<file path="config.mk">
export PLATFORM = sky130hd
export DESIGN_NAME = afe_att_spi_ctrl
export DESIGN_NICKNAME = d
export VERILOG_FILES = /design/src/rtl/afe_att_spi_ctrl.sv
export SDC_FILE = /design/constraint.sdc
export NUM_CORES = 1
export LEC_CHECK = 0
export CORE_ASPECT_RATIO = 1.4
export CORE_MARGIN = 5
export CORE_UTILIZATION = 40
export CTS_BUF_LIST = sky130_fd_sc_hd__clkbuf_8
export DETAILED_ROUTE_END_ITERATION = 12
export PLACE_DENSITY_LB_ADDON = 0.2
export SKIP_LAST_GASP = 1
export SLEW_MARGIN = 10
export SYNTH_ARGS = -nofsm -noshare
export SYNTH_HDL_FRONTEND = slang
export SYNTH_SLANG_ARGS = --single-unit
</file>
<file path="constraint.sdc">
create_clock -name sysClk -period 2.35 [get_ports sysClk]
set_clock_uncertainty 0.05 [all_clocks]
set_input_delay 0.235 -clock sysClk [delete_from_list [all_inputs] [get_ports sysClk]]
set_output_delay 0.235 -clock sysClk [all_outputs]
set_load 0.01 [all_outputs]
</file>
<file path="src/rtl/afe_att_spi_ctrl.sv">
// afe_att_spi_ctrl
// Write-only SPI shifter for the two AFE attenuator chains. A single CSR
// write selects an AFE and a data word. The word is shifted out MSB first
// on that AFE's SCLK/SDI pair and then latched with one LE pulse. Busy,
// overrun and the last accepted word are reported back through status.
module afe_att_spi_ctrl #(
    parameter int CLK_RATE     = 99999001,
    parameter int SPI_CLK_RATE = 5000000,
    parameter int SHIFT_WIDTH  = 8
) (
    input  logic        sysClk,
    input  logic        sysReset,
    input  logic        sysCsrStrobe,
    input  logic [31:0] GPIO_OUT,
    output logic [31:0] status,
    output logic [1:0]  AFE_SPI_CLK,
    output logic [1:0]  AFE_SPI_SDI,
    output logic [1:0]  AFE_SPI_LE
);

    // sysClk cycles per SCLK half period, rounded up so SCLK never exceeds
    // SPI_CLK_RATE, and never below 2 so each SCLK phase lasts at least two cycles.
    localparam longint HALF_RAW   = (longint'(CLK_RATE) + 64'sd2 * longint'(SPI_CLK_RATE) - 64'sd1)
                                    / (64'sd2 * longint'(SPI_CLK_RATE));
    localparam int     HALF_TICKS = (HALF_RAW < 64'sd2) ? 32'sd2 : int'(HALF_RAW);
    localparam int     CNT_W      = $clog2(HALF_TICKS);
    localparam int     BIT_W      = (SHIFT_WIDTH > 32'sd1) ? $clog2(SHIFT_WIDTH) : 32'sd1;

    localparam logic [CNT_W-1:0] CNT_RELOAD = CNT_W'(HALF_TICKS - 32'sd1);
    localparam logic [CNT_W-1:0] CNT_ZERO   = CNT_W'(32'sd0);
    localparam logic [CNT_W-1:0] CNT_ONE    = CNT_W'(32'sd1);
    localparam logic [BIT_W-1:0] BIT_FIRST  = BIT_W'(SHIFT_WIDTH - 32'sd1);
    localparam logic [BIT_W-1:0] BIT_ZERO   = BIT_W'(32'sd0);
    localparam logic [BIT_W-1:0] BIT_ONE    = BIT_W'(32'sd1);

    typedef enum logic [2:0] {
        ST_IDLE     = 3'd0,
        ST_SHIFT    = 3'd1,
        ST_LE_SETUP = 3'd2,
        ST_LE_PULSE = 3'd3,
        ST_LE_HOLD  = 3'd4
    } state_t;

    state_t                 state_q, state_d;
    logic [CNT_W-1:0]       cnt_q, cnt_d;
    logic [BIT_W-1:0]       bit_q, bit_d;
    logic [SHIFT_WIDTH-1:0] shreg_q, shreg_d;
    logic                   sclk_q, sclk_d;
    logic                   busy_q, busy_d;
    logic                   overrun_q, overrun_d;
    logic                   tgt_q, tgt_d;
    logic [SHIFT_WIDTH-1:0] data_q, data_d;
    logic [1:0]             afe_clk_q, afe_clk_d;
    logic [1:0]             afe_sdi_q, afe_sdi_d;
    logic [1:0]             afe_le_q, afe_le_d;

    logic                   cnt_done_s;
    logic                   is_ctrl_s;
    logic                   sdi_s;
    logic                   le_s;
    logic [1:0]             tgt_sel_s;
    logic [23:0]            data_ext_s;
    logic                   unused_gpio_s;

    // Next-state logic: command decode, phase timer, bit shifting and pin steering.
    always_comb begin
        state_d   = state_q;
        cnt_d     = cnt_q;
        bit_d     = bit_q;
        shreg_d   = shreg_q;
        sclk_d    = sclk_q;
        busy_d    = busy_q;
        overrun_d = overrun_q;
        tgt_d     = tgt_q;
        data_d    = data_q;

        cnt_done_s = (cnt_q == CNT_ZERO);
        is_ctrl_s  = GPIO_OUT[31];

        // Overrun: a control write clears it; a transfer write while busy sets it.
        if (sysCsrStrobe) begin
            if (is_ctrl_s) begin
                overrun_d = 1'b0;
            end else if (busy_q) begin
                overrun_d = 1'b1;
            end else begin
                overrun_d = overrun_q;
            end
        end else begin
            overrun_d = overrun_q;
        end

        case (state_q)
            ST_IDLE: begin
                if (sysCsrStrobe && !is_ctrl_s) begin
                    state_d = ST_SHIFT;
                    cnt_d   = CNT_RELOAD;
                    bit_d   = BIT_FIRST;
                    shreg_d = GPIO_OUT[SHIFT_WIDTH-1:0];
                    sclk_d  = 1'b0;
                    busy_d  = 1'b1;
                    tgt_d   = GPIO_OUT[24];
                    data_d  = GPIO_OUT[SHIFT_WIDTH-1:0];
                end else begin
                    busy_d  = 1'b0;
                    sclk_d  = 1'b0;
                end
            end
            ST_SHIFT: begin
                if (cnt_done_s) begin
                    cnt_d = CNT_RELOAD;
                    if (!sclk_q) begin
                        sclk_d = 1'b1;
                    end else begin
                        // Falling SCLK edge: move on to the next bit.
                        sclk_d  = 1'b0;
                        shreg_d = shreg_q << 1'b1;
                        if (bit_q == BIT_ZERO) begin
                            state_d = ST_LE_SETUP;
                        end else begin
                            bit_d = bit_q - BIT_ONE;
                        end
                    end
                end else begin
                    cnt_d = cnt_q - CNT_ONE;
                end
            end
            ST_LE_SETUP: begin
                if (cnt_done_s) begin
                    state_d = ST_LE_PULSE;
                    cnt_d   = CNT_RELOAD;
                end else begin
                    cnt_d = cnt_q - CNT_ONE;
                end
            end
            ST_LE_PULSE: begin
                if (cnt_done_s) begin
                    state_d = ST_LE_HOLD;
                    cnt_d   = CNT_RELOAD;
                end else begin
                    cnt_d = cnt_q - CNT_ONE;
                end
            end
            ST_LE_HOLD: begin
                if (cnt_done_s) begin
                    state_d = ST_IDLE;
                    busy_d  = 1'b0;
                end else begin
                    cnt_d = cnt_q - CNT_ONE;
                end
            end
            default: begin
                state_d = ST_IDLE;
                busy_d  = 1'b0;
                sclk_d  = 1'b0;
            end
        endcase

        // Pin levels follow the next state so the outputs can be registered
        // without adding a cycle of latency.
        if (state_d == ST_SHIFT) begin
            sdi_s = shreg_d[SHIFT_WIDTH-1];
        end else begin
            sdi_s = 1'b0;
        end
        le_s = (state_d == ST_LE_PULSE);

        // Only the addressed AFE sees any activity.
        if (tgt_d) begin
            tgt_sel_s = 2'b10;
        end else begin
            tgt_sel_s = 2'b01;
        end
        afe_clk_d = tgt_sel_s & {2{sclk_d}};
        afe_sdi_d = tgt_sel_s & {2{sdi_s}};
        afe_le_d  = tgt_sel_s & {2{le_s}};
    end

    // State and output registers with synchronous reset.
    always_ff @(posedge sysClk) begin
        if (sysReset) begin
            state_q   <= ST_IDLE;
            cnt_q     <= CNT_ZERO;
            bit_q     <= BIT_ZERO;
            shreg_q   <= {SHIFT_WIDTH{1'b0}};
            sclk_q    <= 1'b0;
            busy_q    <= 1'b0;
            overrun_q <= 1'b0;
            tgt_q     <= 1'b0;
            data_q    <= {SHIFT_WIDTH{1'b0}};
            afe_clk_q <= 2'b00;
            afe_sdi_q <= 2'b00;
            afe_le_q  <= 2'b00;
        end else begin
            state_q   <= state_d;
            cnt_q     <= cnt_d;
            bit_q     <= bit_d;
            shreg_q   <= shreg_d;
            sclk_q    <= sclk_d;
            busy_q    <= busy_d;
            overrun_q <= overrun_d;
            tgt_q     <= tgt_d;
            data_q    <= data_d;
            afe_clk_q <= afe_clk_d;
            afe_sdi_q <= afe_sdi_d;
            afe_le_q  <= afe_le_d;
        end
    end

    assign data_ext_s    = 24'(data_q);
    assign status        = {busy_q, overrun_q, 5'b00000, tgt_q, data_ext_s};
    assign AFE_SPI_CLK   = afe_clk_q;
    assign AFE_SPI_SDI   = afe_sdi_q;
    assign AFE_SPI_LE    = afe_le_q;

    // Command bits this block does not decode.
    assign unused_gpio_s = ^{GPIO_OUT[30:25], GPIO_OUT[23:0]};

endmodule

</file>
==> key figures <==
Synth
  • Post-synthesis xor/xnor area fraction: 0.00487
  • Synth Area in Adders: 0.0278
  • Synth Area in Simple Gates: 0.259
  • Post-synthesis cell type count: 48
  • Synth Area in Compound Gates: 0.147
  • Mapped Area: 1800 µm²
  • Mux cell area share after synthesis: 0.00556
  • Area contributors post-synth: dfxtp_1 40%, buf_4 10%, nand2_1 7.1%, a21oi_1 4.5%, nor3_1 4.2%
  • FF+latch count, synth: 36
  • Area leader, netlist: dfxtp_1
  • Combinational family with the most area after synthesis: simple AND/OR/NAND/NOR gates
  • Ys async rst share: 0
  • Post-Syn Instances: 217
  • Number of synthesis warnings: 0
  • Top cell type's share of synthesized area: 0.401
  • Post-synth EDFFs: 0
  • Most frequent cells after synthesis: 36 x dfxtp_1, 34 x nand2_1, 25 x buf_4, 16 x a21oi_1, 15 x nor3_1
  • Synth Flop Type: dfxtp_1
  • Sequential area share after synthesis: 0.401
  • Syn Area/Cell: 8.29 µm²
  • Most common cell in the netlist: dfxtp_1

Floorplanning
  • Core region area: 4460 µm²
  • IO Pins: 73
  • Die H: 89.4 µm
  • Rows: 29
  • Die area: 5960 µm²
  • Die width: 66.7 µm
  • Initial core utilization: 0.403

Timing
  • Unrepaired setup endpoints after global routing: no
  • Post-layout min period: 1880 ps
  • Tcrit/Tclk final: 0.798
  • Setup Viol. Count Final: 0
  • Fin. Hold Viols: 0
  • Fmax achieved: 533 MHz
  • Setup TNS Final: 0 ps
  • Final worst slack: 474 ps
  • Max-slew violations: 0
  • Smallest hold slack: 402 ps

Drt
  • WL/cell: 12.1 µm
  • WL met3: 207 µm
  • Final ANT Viol Nets: 0
  • Vias per cell: 4.81
  • DRC violations left: 0
  • WL final: 3.73 mm
  • 1st-pass router iterations: 4
  • Via count: 1487
  • Max Used Layer: met4
  • WL met2: 1.96 mm
  • Wl on met1: 1.50 mm
  • DRT iter0 DRCs: 46

Placement
  • Dpl hpwl: 2.82 mm
  • Place WS: 410 ps
  • Gpl congestion: 0.743
  • Port buffer count: 29
  • Placed Cells: 301

CTS
  • Clock Sinks: 36
  • Post-CTS resize count: 0
  • Post-CTS setup buffer count: 0
  • Clock Tree Buf Depth: 2
  • Num CTS Buffers: 5
  • CTS root buffer: clkbuf_8
  • CTS Hold Buffers Added: 0
  • Clk_lat worst skew: 280 ps
  • CTS H-tree depth: 2
  • CTS tree: done
  • Clock-pin transition on the worst setup and hold timing paths: 70 ps

Setup path
  • Top delay family on crit path: simple AND/OR/NAND/NOR gates
  • Crit Path Class: reg2reg
  • Worst setup EP type: register
  • CP Cell Sequence: inv_1 > ha_1 > or3b_1 > nor3b_4 > and4_1 > nor3_1
  • Critical path data arrival time: 1990 ps
  • CP bufs+invs: 1
  • CP max stage delay: 520 ps
  • Startpoint Class: register
  • Max FO, Critical Path: 8
  • Slowest CP cell: or3b_1
  • Required time worst endpoint: 2460 ps

Pwr
  • Switch Pwr: 0.393 mW
  • Switching share of power: 0.280
  • Flop pwr share: 0.484
  • Comb pwr share: 0.207
  • P_int: 1.01 mW
  • Pwr Density: 652 nW/µm²
  • Worst VDD drop: 376 µV
  • Leak Pwr: 0.827 nW
  • Clock power share: 0.309
  • Total power: 1.41 mW

Global routing
  • Global-route wire length before repair: 6.07 mm
  • Largest net degree at the start of global routing: 24
  • Vias in the first global route: 1380
  • Grt total ovfl: 0
  • GR Util All Layers: 0.133
  • Initial antenna violation count: 0

Finish
  • Inserted Diodes: 0
  • Number of fill cells: 469
  • Final #Nets: 285
  • Area growth from synthesis to layout: 19.9%
  • Layout cells sized above 1: 0.0850
  • Finished Layout Cells: 309

Outcome
  • Status: complete, no violations

Run
  • Max Cap Viol: 0

Hold path
  • Hold Crit Class: reg2reg
## power groups by stage
stage / Clock, mW / Combinational [mW] / Sequential (mW)
3_3_place_gp: 0 / 0.289 / 0.693
5_1_grt: 0.478 / 0.327 / 0.686
2_1_floorplan: 0 / 0.235 / 0.685
6_report: 0.434 / 0.292 / 0.680
4_1_cts: 0.448 / 0.293 / 0.680
3_5_place_dp: 0 / 0.292 / 0.694
## worst min-delay path, stage by stage (launching register included)
cell	delay [ps]
dfxtp_1	310
nand2_1	50
a21oi_1	50
## layout make-up
| class | instances | area, µm² | area share |
|---|---|---|---|
| multi-input combinational | 156 | 877 | 0.407 |
| clock inverter | 2 | 7.51 | 0.00348 |
| tap | 62 | 77.6 | 0.0360 |
| timing repair buffer | 38 | 358 | 0.166 |
| inverter | 9 | 33.8 | 0.0157 |
| clock buffer | 6 | 82.6 | 0.0383 |
| sequential | 36 | 721 | 0.334 |
## cell families (layout without fill, tap and decap cells)
kind of cell	count (synthesis)	after routing
buf+inv	45	55
xor+xnor	1	1
compound gates	42	42
other cells	1	21
fa+ha+maj	4	4
simple gates	87	87
mux	1	1
flops	36	36
## cells in the final DEF, fill, tap and decap left out, types with 2 or more instances in the layout
master,instances
nor2b_1,3
dfxtp_1,36
buf_4,9
ha_1,4
clkbuf_8,6
conb_1,21
nor3_1,15
clkdlybuf4s50_1,29
and4_1,2
or3_1,2
a31oi_1,8
o21ai_0,6
a211oi_1,2
a21oi_1,16
and3b_1,2
inv_1,11
nand2b_1,3
nor2_1,10
nand2_1,34
nand3_1,3
## flip-flops by register name, summed over array words and instances, names as in the netlist
signal / flops
state_q: 3
sclk_q: 1
AFE_SPI_CLK: 2
bit_q: 3
shreg_q: 8
AFE_SPI_SDI: 2
overrun_q: 1
data_q: 8
busy_q: 1
AFE_SPI_LE: 2
tgt_q: 1
cnt_q: 4
## layer usage
layer | global-route usage | up-vias
met5 | 0 | -
met4 | 0.0555 | 0
met3 | 0.0365 | 7
met2 | 0.247 | 37
met1 | 0.139 | 680
li1 | - | 763
## final timing paths
check	start	end	depth (start not counted)	slack, ps
max	cnt_q[0]	bit_q[2]	6	470
min	data_q[4]	data_q[4]	2	400
max reg2reg	cnt_q[0]	bit_q[2]	6	470
min reg2reg	data_q[4]	data_q[4]	2	400
## per-stage QoR
stage / instance area [µm²] / utilization
after global placement: 2070 / 0.463
final: 2160 / 0.483
after floorplan: 1870 / -
after CTS: 2160 / 0.483
after global routing: 2160 / 0.483
after detailed placement: 2070 / 0.463
Power figures use the tool's default switching activity.
